$ cat config.mk
export PLATFORM = sky130hd
export DESIGN_NAME = arb_egress_buffer
export DESIGN_NICKNAME = d
export VERILOG_FILES = /design/src/rtl/arb_egress_buffer.sv
export SDC_FILE = /design/constraint.sdc
export NUM_CORES = 1
export LEC_CHECK = 0
export CELL_PAD_IN_SITES_DETAIL_PLACEMENT = 1
export CELL_PAD_IN_SITES_GLOBAL_PLACEMENT = 1
export CORE_MARGIN = 2
export CORE_UTILIZATION = 45
export DETAILED_ROUTE_END_ITERATION = 12
export GPL_TIMING_DRIVEN = 0
export PLACE_DENSITY = 0.88
export SYNTH_ARGS = -nofsm -noshare
export SYNTH_HDL_FRONTEND = slang
export SYNTH_SLANG_ARGS = --single-unit
$ cat constraint.sdc
create_clock -name clk -period 2.6 [get_ports clk]
set_input_delay 0.26 -clock clk [delete_from_list [all_inputs] [get_ports clk]]
set_output_delay 0.26 -clock clk [all_outputs]
set_load 0.1 [all_outputs]
$ cat src/rtl/arb_egress_buffer.sv
// Egress buffer behind the FIFO arbiter: gates requests on space, stores granted words tagged with their source index.
// Latency: a granted word is visible on out_valid/out_data/out_src one cycle after gnt; there is no bypass path.
// Backpressure: requests drop while the buffer is full; out_ready only frees a slot for the cycle after the pop.
module arb_egress_buffer #(
    parameter int NUM_REQS = 2,
    parameter int WIDTH    = 8,
    parameter int DEPTH    = 4,
    parameter int IDW      = (NUM_REQS > 1) ? $clog2(NUM_REQS) : 1,
    parameter int CW       = $clog2(DEPTH + 1)
) (
    input  logic                clk,
    input  logic                rst_n,
    input  logic [NUM_REQS-1:0] fifo_empty,
    output logic [NUM_REQS-1:0] req_out,
    input  logic [NUM_REQS-1:0] gnt,
    input  logic [WIDTH-1:0]    data_in,
    output logic                out_valid,
    input  logic                out_ready,
    output logic [WIDTH-1:0]    out_data,
    output logic [IDW-1:0]      out_src,
    output logic [CW-1:0]       count,
    output logic                err
);

    localparam int            PW       = (DEPTH > 1) ? $clog2(DEPTH) : 1;
    localparam logic [CW-1:0] FULL_CNT = CW'(DEPTH);

    logic [PW-1:0]    wr_ptr;
    logic [PW-1:0]    rd_ptr;
    logic [WIDTH-1:0] mem_dat [DEPTH];
    logic [IDW-1:0]   mem_src [DEPTH];

    logic           has_space;
    logic           push;
    logic           pop;
    logic           multi_gnt;
    logic           drop;
    logic           unreq_gnt;
    logic [IDW-1:0] gnt_idx;

    // Space is judged on registered occupancy only, so a pop in flight never opens a request slot.
    assign has_space = (count < FULL_CNT);
    assign req_out   = rst_n ? (~fifo_empty & {NUM_REQS{has_space}}) : '0;
    assign push      = (|gnt) & has_space;
    assign pop       = out_valid & out_ready;
    assign out_valid = (count != '0);
    assign out_data  = mem_dat[rd_ptr];
    assign out_src   = mem_src[rd_ptr];

    assign multi_gnt = ((gnt & (gnt - NUM_REQS'(1))) != '0);
    assign drop      = (|gnt) & ~has_space;
    assign unreq_gnt = ((gnt & ~req_out) != '0);

    // Descending scan leaves the lowest set grant bit as the tag.
    always_comb begin
        gnt_idx = '0;
        for (int i = NUM_REQS - 1; i >= 0; i--) begin
            if (gnt[i]) gnt_idx = IDW'(i);
        end
    end

    always_ff @(posedge clk or negedge rst_n) begin
        if (!rst_n) begin
            wr_ptr <= '0;
            rd_ptr <= '0;
            count  <= '0;
            err    <= 1'b0;
            for (int i = 0; i < DEPTH; i++) begin
                mem_dat[i] <= '0;
                mem_src[i] <= '0;
            end
        end else begin
            if (push) begin
                mem_dat[wr_ptr] <= data_in;
                mem_src[wr_ptr] <= gnt_idx;
                wr_ptr          <= wr_ptr + PW'(1);
            end
            if (pop) begin
                rd_ptr <= rd_ptr + PW'(1);
            end
            case ({push, pop})
                2'b10:   count <= count + CW'(1);
                2'b01:   count <= count - CW'(1);
                default: count <= count;
            endcase
            err <= err | multi_gnt | drop | unreq_gnt;
        end
    end

endmodule
Word level (Yosys, flattened, before mapping)
Index checks and enable logic that the tools add are counted.
{"block": "word_totals", "register_bits": 44, "input_bits": 15, "output_inout_bits": 16, "wordCells": 59}
{"block": "op_classes", "add_sub_neg": 5, "magnitude_cmp": 4, "n_eq_ne": 2, "mux": 16, "n_bitwise": 14, "reduce_logical": 6}
{"op": "32-bit bitwise mux", "n": 1}
{"op": "8-bit 2-to-1 mux", "n": 3}
{"op": "8-bit binary-select mux with 2-bit select", "n": 1}
{"op": "8-bit demux with 2-bit select", "n": 1}
{"op": "2-bit AND", "n": 3}
{"op": "3-bit greater-or-equal comparator (second input constant)", "n": 2}
{"op": "2-bit NOT with 3-bit output", "n": 2}
{"op": "3-bit one-hot mux with 2 select lines", "n": 1}
{"op": "2-bit nonzero test", "n": 3}
{"op": "1-bit 2-to-1 mux", "n": 5}
{"op": "2-bit by 1-bit adder with 2-bit output (second input constant)", "n": 2}
{"op": "4-bit bitwise mux", "n": 1}
{"op": "2-bit NOT", "n": 2}
{"op": "3-bit by 1-bit adder with 3-bit output (second input constant)", "n": 1}
{"op": "1-bit AND", "n": 3}
{"op": "3-bit by 1-bit less-than comparator with 1-bit output (second input constant)", "n": 1}
{"op": "3-bit less-than comparator (second input constant)", "n": 1}
{"op": "1-bit bitwise OR", "n": 3}
{"op": "3-bit nonzero test", "n": 1}
{"op": "3-bit by 1-bit subtractor with 3-bit output (second input constant)", "n": 1}
{"op": "1-bit binary-select mux with 2-bit select", "n": 1}
{"op": "1-bit demux with 2-bit select", "n": 1}
{"op": "2-bit by 1-bit == test with 1-bit output (second input constant)", "n": 1}
{"op": "2-bit == test (second input constant)", "n": 1}
{"op": "other kinds (5)", "n": 5}

Logic depth before layout (Yosys ltp)
Gate-level depths: netlist of run 1.
{"block": "logic_depth", "depth_word": 7, "ltp_mapped": 9, "mapped_depth_nobuf": 8}

Least setup slack after synthesis of run 1
No wires, ideal clock.
{"block": "synth_timing", "path_kind": "reg2out", "startpoint": "reg count[2]", "endpoint": "out req_out[0]", "arrival_time_ns": 2.371, "t_required_ns": 2.340, "slack_ns": -0.031, "path_stages_with_launch": 3, "n_path_buf": 0, "path_cell_list": "dfrtp_1 nand2b_1 nor2_1"}
{"block": "synth_via", "elab_chain_len": 3}
{"item": "start, declared", "line_no": "21", "rtl": "output logic [CW-1:0] count,"}
{"item": "start signal, assigned", "line_no": "82", "rtl": "2'b10: count <= count + CW'(1);"}
{"item": "start signal, assigned", "line_no": "83", "rtl": "2'b01: count <= count - CW'(1);"}
{"item": "start signal, assigned", "line_no": "84", "rtl": "default: count <= count;"}
{"item": "3-bit less-than comparator", "line_no": "42", "rtl": "assign has_space = (count < FULL_CNT);"}
{"item": "2-bit AND", "line_no": "43", "rtl": "assign req_out = rst_n ? (~fifo_empty & {NUM_REQS{has_space}}) : '0;"}
{"item": "2-bit 2-to-1 mux", "line_no": "43"}
{"item": "end, declared", "line_no": "14", "rtl": "output logic [NUM_REQS-1:0] req_out,"}
No other way between the ends.

Worst setup path in the final report of run 1
Same ends and word-level chain as after synthesis.

==> flow_summary.ini, run 1 <==
[layout]
drive_gt1_share_pct = 36.6
layout_common_cells = dfrtp_1 (44), mux2_4 (36), clkdlybuf4s50_1 (19)
area_growth_pct = 24.0
design_area_um2 = 2750
finalNetCount = 192
antenna_cells = 0
utilization_pct = 58.2
final_common_cell = dfrtp_1
fillers = 448

[setup_path]
crit_path_start = count[2]
worstPathRequired_ns = 2.34
crit_fanout = 6
criticalPathCategory = flop to primary output
worstPathCellList = nand2b_1 > nor2_1 > clkdlybuf4s50_1
worstPathArrival_ns = 2.20
crit_path_end_kind = primary output
r2r_start = count[2]
crit_slowest_cell = clkdlybuf4s50_1
cp.buffers_inverters = 1
critPathTopFamily = buffers and inverters
max_stage_delay_ns = 1.14
start_kind = flop

[yosys]
yosys-top-cells-area = dfrtp_1 (50%), mux2_4 (24%), mux4_2 (9.1%)
postSynthAreaPerCell_um2 = 16.9
synth_top_area_share_pct = 49.7
yosys.area.top_type = dfrtp_1
synth_cell_types = 23
yosys_warnings = 0
ys_ff_latch = 44
netlist_area_um2 = 2220
postSynthCellCount = 131
synthesis.nets = 152
ys_seq_area_share_pct = 49.7

[floorplanning]
boundaryPins = 31
dieArea_um2 = 5500
coreArea_um2 = 4720
rows = 25
die_width_um = 74.2
die_h_um = 74.2
initial_utilization_pct = 46.9

[clock_network]
clkSlewWorstSetupHoldPaths_ns = 0.09
cts.sinks = 44
cts_buffers = 5
clk_latency_ns = 0.30
cts_htree_levels = 2
cts_tree = done
cts_buffer_depth = 2
cts_root_buf = clkbuf_8

[flow_run]
maxCapViolCount = 0

[sta]
maxSlewHeadroom_pct = 34.8
period_needed_ns = 2.46
fin_skew_ns = 0.00750
rsz0062_at_grt = no
hold_violations = 0
fin_crit_sh_pct = 94.6
setup_viol = 0
max_freq_ghz = 0.407
hold-worst-slack_ns = 0.0187
tightest_slew_ns = 0.976
slew_violations = 0
fin_ws_ns = 0.140

[routing]
wire_per_inst_um = 19.5
vias_per_cell = 5.09
first_pass_iters = 4
ant_nets = 0
num_vias = 1217
drtIter0Drc = 72
wl_mm = 4.66
drc = 0

[global_routing]
grt_max_degree = 33
grt_pass1_vias = 1447
antenna_found_initial = 0
overflow = 0
grt_pass1_wl_mm = 7.68
track_usage_pct = 19.4

[worst_hold_path]
hp-class = input port to async pin

[placement]
postPlaceCellArea_um2 = 2620
pre_cts_ws_ns = 0.0775
portBuffers = 30
gp_congestion = 0.752
hpwlAfterDp_mm = 3.12

[outcome]
outcome = complete, no violations
==> routing by layer <==
metal  global-route usage (%)  part of all wire [%]  vias to the layer above
met4                     6.26                   1.7                        0
met3                     5.96                   4.4                        8
met1                     24.5                    43                      636
li1                         -                     -                      542
met5                        0                     0                        -
met2                     31.9                    51                       31
==> layout make-up <==
cell class,instances,area [um^2],share of cell area (%)
Inverter,7,26.3,0.956
Clock buffer,6,72.6,2.64
Sequential cell,44,1100,40.1
Tap cell,67,83.8,3.05
Timing Repair Buffer,33,340,12.4
Multi-Input combinational cell,77,1060,38.5
Clock inverter,2,35.0,1.27
Buffer,3,32.5,1.18
==> metrics by stage <==
stage,instances,TNS (ns)
4_1_cts,239,0
3_3_place_gp,228,-2.90
2_1_floorplan,131,-0.0622
3_5_place_dp,229,0
6_report,239,0
5_1_grt,239,0
==> Yosys cell counts <==
master,n
nand2_8,4
dfrtp_1,44
nor3_1,2
buf_2,1
mux2i_1,1
xnor2_1,3
buf_4,1
or3_1,1
o21ai_0,1
xor2_1,3
mux4_2,9
mux2_4,36
o31a_1,1
o21ba_4,1
nor2_1,4
nor2b_1,1
nand2b_1,1
o31ai_1,1
ha_1,5
buf_12,1
fa_1,1
inv_1,7
nand2_1,2
==> path summary, 6_finish.rpt <==
check | end | slack [ns] | cells after the start
max | req_out[0] | 0.14 | 3
min | wr_ptr[1] | 0.02 | 3
min in group clk | err | 0.49 | 2
max reg2reg | count[2] | 0.60 | 9
max in group asynchronous | mem_dat[16] | 1.71 | 2
min reg2reg | err | 0.49 | 2
==> flip-flops by register name (all words and copies together), names as in the netlist <==
| signal | flops |
|---|---|
| err | 1 |
| rd_ptr | 2 |
| mem_src | 4 |
| wr_ptr | 2 |
| count | 3 |
| mem_dat | 32 |
==> worst register-to-register path: stages, from the launching register on <==
cell     delay [ns]
dfrtp_1        0.43
o21ba_4        0.19
buf_12         0.15
inv_1          0.06
ha_1           0.19
inv_1          0.06
fa_1           0.37
xor2_1         0.15
nor2_1         0.15
xor2_1         0.17
==> cell families after synthesis <==
logic type / Yosys count / share of synthesized area (%)
xor gates and xnor gates: 6 / 2.37
and+or+nand+nor: 15 / 5.93
adders and majority gates: 6 / 3.72
AOI/OAI and AO/OA: 4 / 1.69
DFF: 44 / 49.7
buffers and inverters: 10 / 2.65
muxes: 46 / 34.0
==> timing repair <==
| item | 4_1_cts | 5_1_grt |
|---|---|---|
| endpoints found under the hold margin | 12 | 0 |
| setup buffers | 0 | 0 |
| hold buffers | 2 | 0 |
| setup endpoints to repair | 8 | 2 |
| gates resized for setup | 8 | 2 |
Power of run 1 is not shown: default switching activity piles up to over one toggle a cycle in this logic, so the estimate is an artifact.
==> run 2: changes to the inputs <==
--- a/config.mk
+++ b/config.mk
@@ -9,9 +9,11 @@
 export CELL_PAD_IN_SITES_GLOBAL_PLACEMENT = 1
 export CORE_MARGIN = 2
 export CORE_UTILIZATION = 45
+export CTS_CLUSTER_SIZE = 30
 export DETAILED_ROUTE_END_ITERATION = 12
 export GPL_TIMING_DRIVEN = 0
-export PLACE_DENSITY = 0.88
+export PLACE_DENSITY_LB_ADDON = 0.12
+export SLEW_MARGIN = 15
 export SYNTH_ARGS = -nofsm -noshare
 export SYNTH_HDL_FRONTEND = slang
 export SYNTH_SLANG_ARGS = --single-unit
==> flow_summary.ini, run 2 (synthesis results as in run 1) <==
[layout]
antenna_cells = 0
top_regs = mem_dat (32), mem_src (4), count (3)
regMostFlops = mem_dat
drive_gt1_share_pct = 36.6
area_growth_pct = 23.0
utilization_pct = 57.7
layout_common_cells = dfrtp_1 (44), mux2_4 (36), clkdlybuf4s50_1 (20)
largest_reg_flops = 32
final_common_cell = dfrtp_1
finalNetCount = 192

[floorplanning]
dieArea_um2 = 5500
die_width_um = 74.2
coreArea_um2 = 4720
initial_utilization_pct = 46.9
rows = 25
boundaryPins = 31
die_h_um = 74.2

[sta]
fin_crit_sh_pct = 95.2
rsz0062_at_grt = no
max_freq_ghz = 0.404
period_needed_ns = 2.48
slew_violations = 0
fin_skew_ns = 0.00274
tightest_slew_ns = 0.975
hold_violations = 0
setup_viol = 0
maxSlewHeadroom_pct = 34.8

[flow_run]
maxCapViolCount = 0

[global_routing]
grt_pass1_vias = 1447
track_usage_pct = 18.9
grt_util_met2_pct = 31.9
grt_pass1_wl_mm = 7.49
busiest_layer = met2
overflow = 0
use_met1_pct = 23.5
antenna_found_initial = 0
grt_max_degree = 29
gr-usage-met3_pct = 4.74

[setup_path]
start_kind = flop
crit_fanout = 6
critPathTopFamily = buffers and inverters
worstPathRequired_ns = 2.34
worstPathArrival_ns = 2.22
max_stage_delay_ns = 1.14
crit_path_end_kind = primary output
crit_slowest_cell = clkdlybuf4s50_1
worstPathCellList = nand2b_1 > nor2_1 > clkdlybuf4s50_1
criticalPathCategory = flop to primary output
cp.buffers_inverters = 1

[routing]
num_vias = 1196
wl_mm = 4.44
vias_per_cell = 5.00
wire_per_inst_um = 18.6
first_pass_iters = 4
ant_nets = 0
drc = 0
drtIter0Drc = 41

[clock_network]
cts_htree_levels = 2
cts_buffer_depth = 2
cts_root_buf = clkbuf_8
cts.sinks = 44
clkSlewWorstSetupHoldPaths_ns = 0.09
cts_buffers = 5
cts_tree = done
clk_latency_ns = 0.29

[placement]
portBuffers = 30
hpwlAfterDp_mm = 2.97
gp_congestion = 0.722

[worst_hold_path]
hp-class = flop to flop

[outcome]
outcome = complete, no violations
[run 2: cell count changes in the layout (fill, tap and decap cells not counted)]
cell             previous run  this run
buf_12                      3         2
bufinv_16                   1         0
clkbuf_1                    1         0
clkbuf_8                    5         6
clkdlybuf4s50_1            19        20
clkinv_2                    1         0
clkinvlp_4                  0         2
dlygate4sd3_1               1         2
dlymetal6s2s_1              2         1
[run 2: final timing paths]
path / start / end / cells after the start / slack, ns
min in group asynchronous: rst_n / mem_dat[26] / 3 / 0.59
max in group asynchronous: rst_n / count[2] / 2 / 1.44
min: err / err / 2 / 0.47
min reg2reg: err / err / 2 / 0.47
max reg2reg: count[2] / count[2] / 9 / 0.63
max: count[2] / req_out[1] / 3 / 0.12
[run 2: cell type report]
type	count	area (um^2)
Timing Repair Buffer	33	328
Clock inverter	2	15.0
Buffer	3	32.5
Multi-Input combinational cell	77	1060
Inverter	7	26.3
Tap cell	67	83.8
Sequential cell	44	1100
Clock buffer	6	82.6
Fill cell	458	2000
[run 2: per-layer routing]
metal	up-vias	part of all wire (%)
li1	546	-
met2	23	50
met5	-	0
met4	0	1.8
met3	7	4.0
met1	620	44
[run 2: through the flow]
step	cell area (um^2)	setup WS, ns	hold slack, ns	instances	setup TNS [ns]
floorplan	2220	-0.0311	-0.0356	131	-0.0622
global placement	2600	-1.41	0.452	228	-3.09
detailed placement	2620	0.196	0.231	229	0
CTS	2720	0.0461	0.478	239	0
global route	2730	0.0278	0.502	239	0
finish	2730	0.125	0.472	239	0
[run 2: what timing repair did]
item	4_1_cts	5_1_grt
setup buffers	0	0
hold endpoints to repair	16	0
hold buffers	2	0
resized for setup	8	1
endpoints found under the setup margin	8	1
[run 2: worst register-to-register path: stages, from the launching register on]
cell and delay [ns]:
dfrtp_1 0.46, o21ba_4 0.20, buf_12 0.15, inv_1 0.06
ha_1 0.17, inv_1 0.06, fa_1 0.37, xor2_1 0.15
nor2_1 0.12, xor2_1 0.16
Power of run 2 is left out for the same reason.
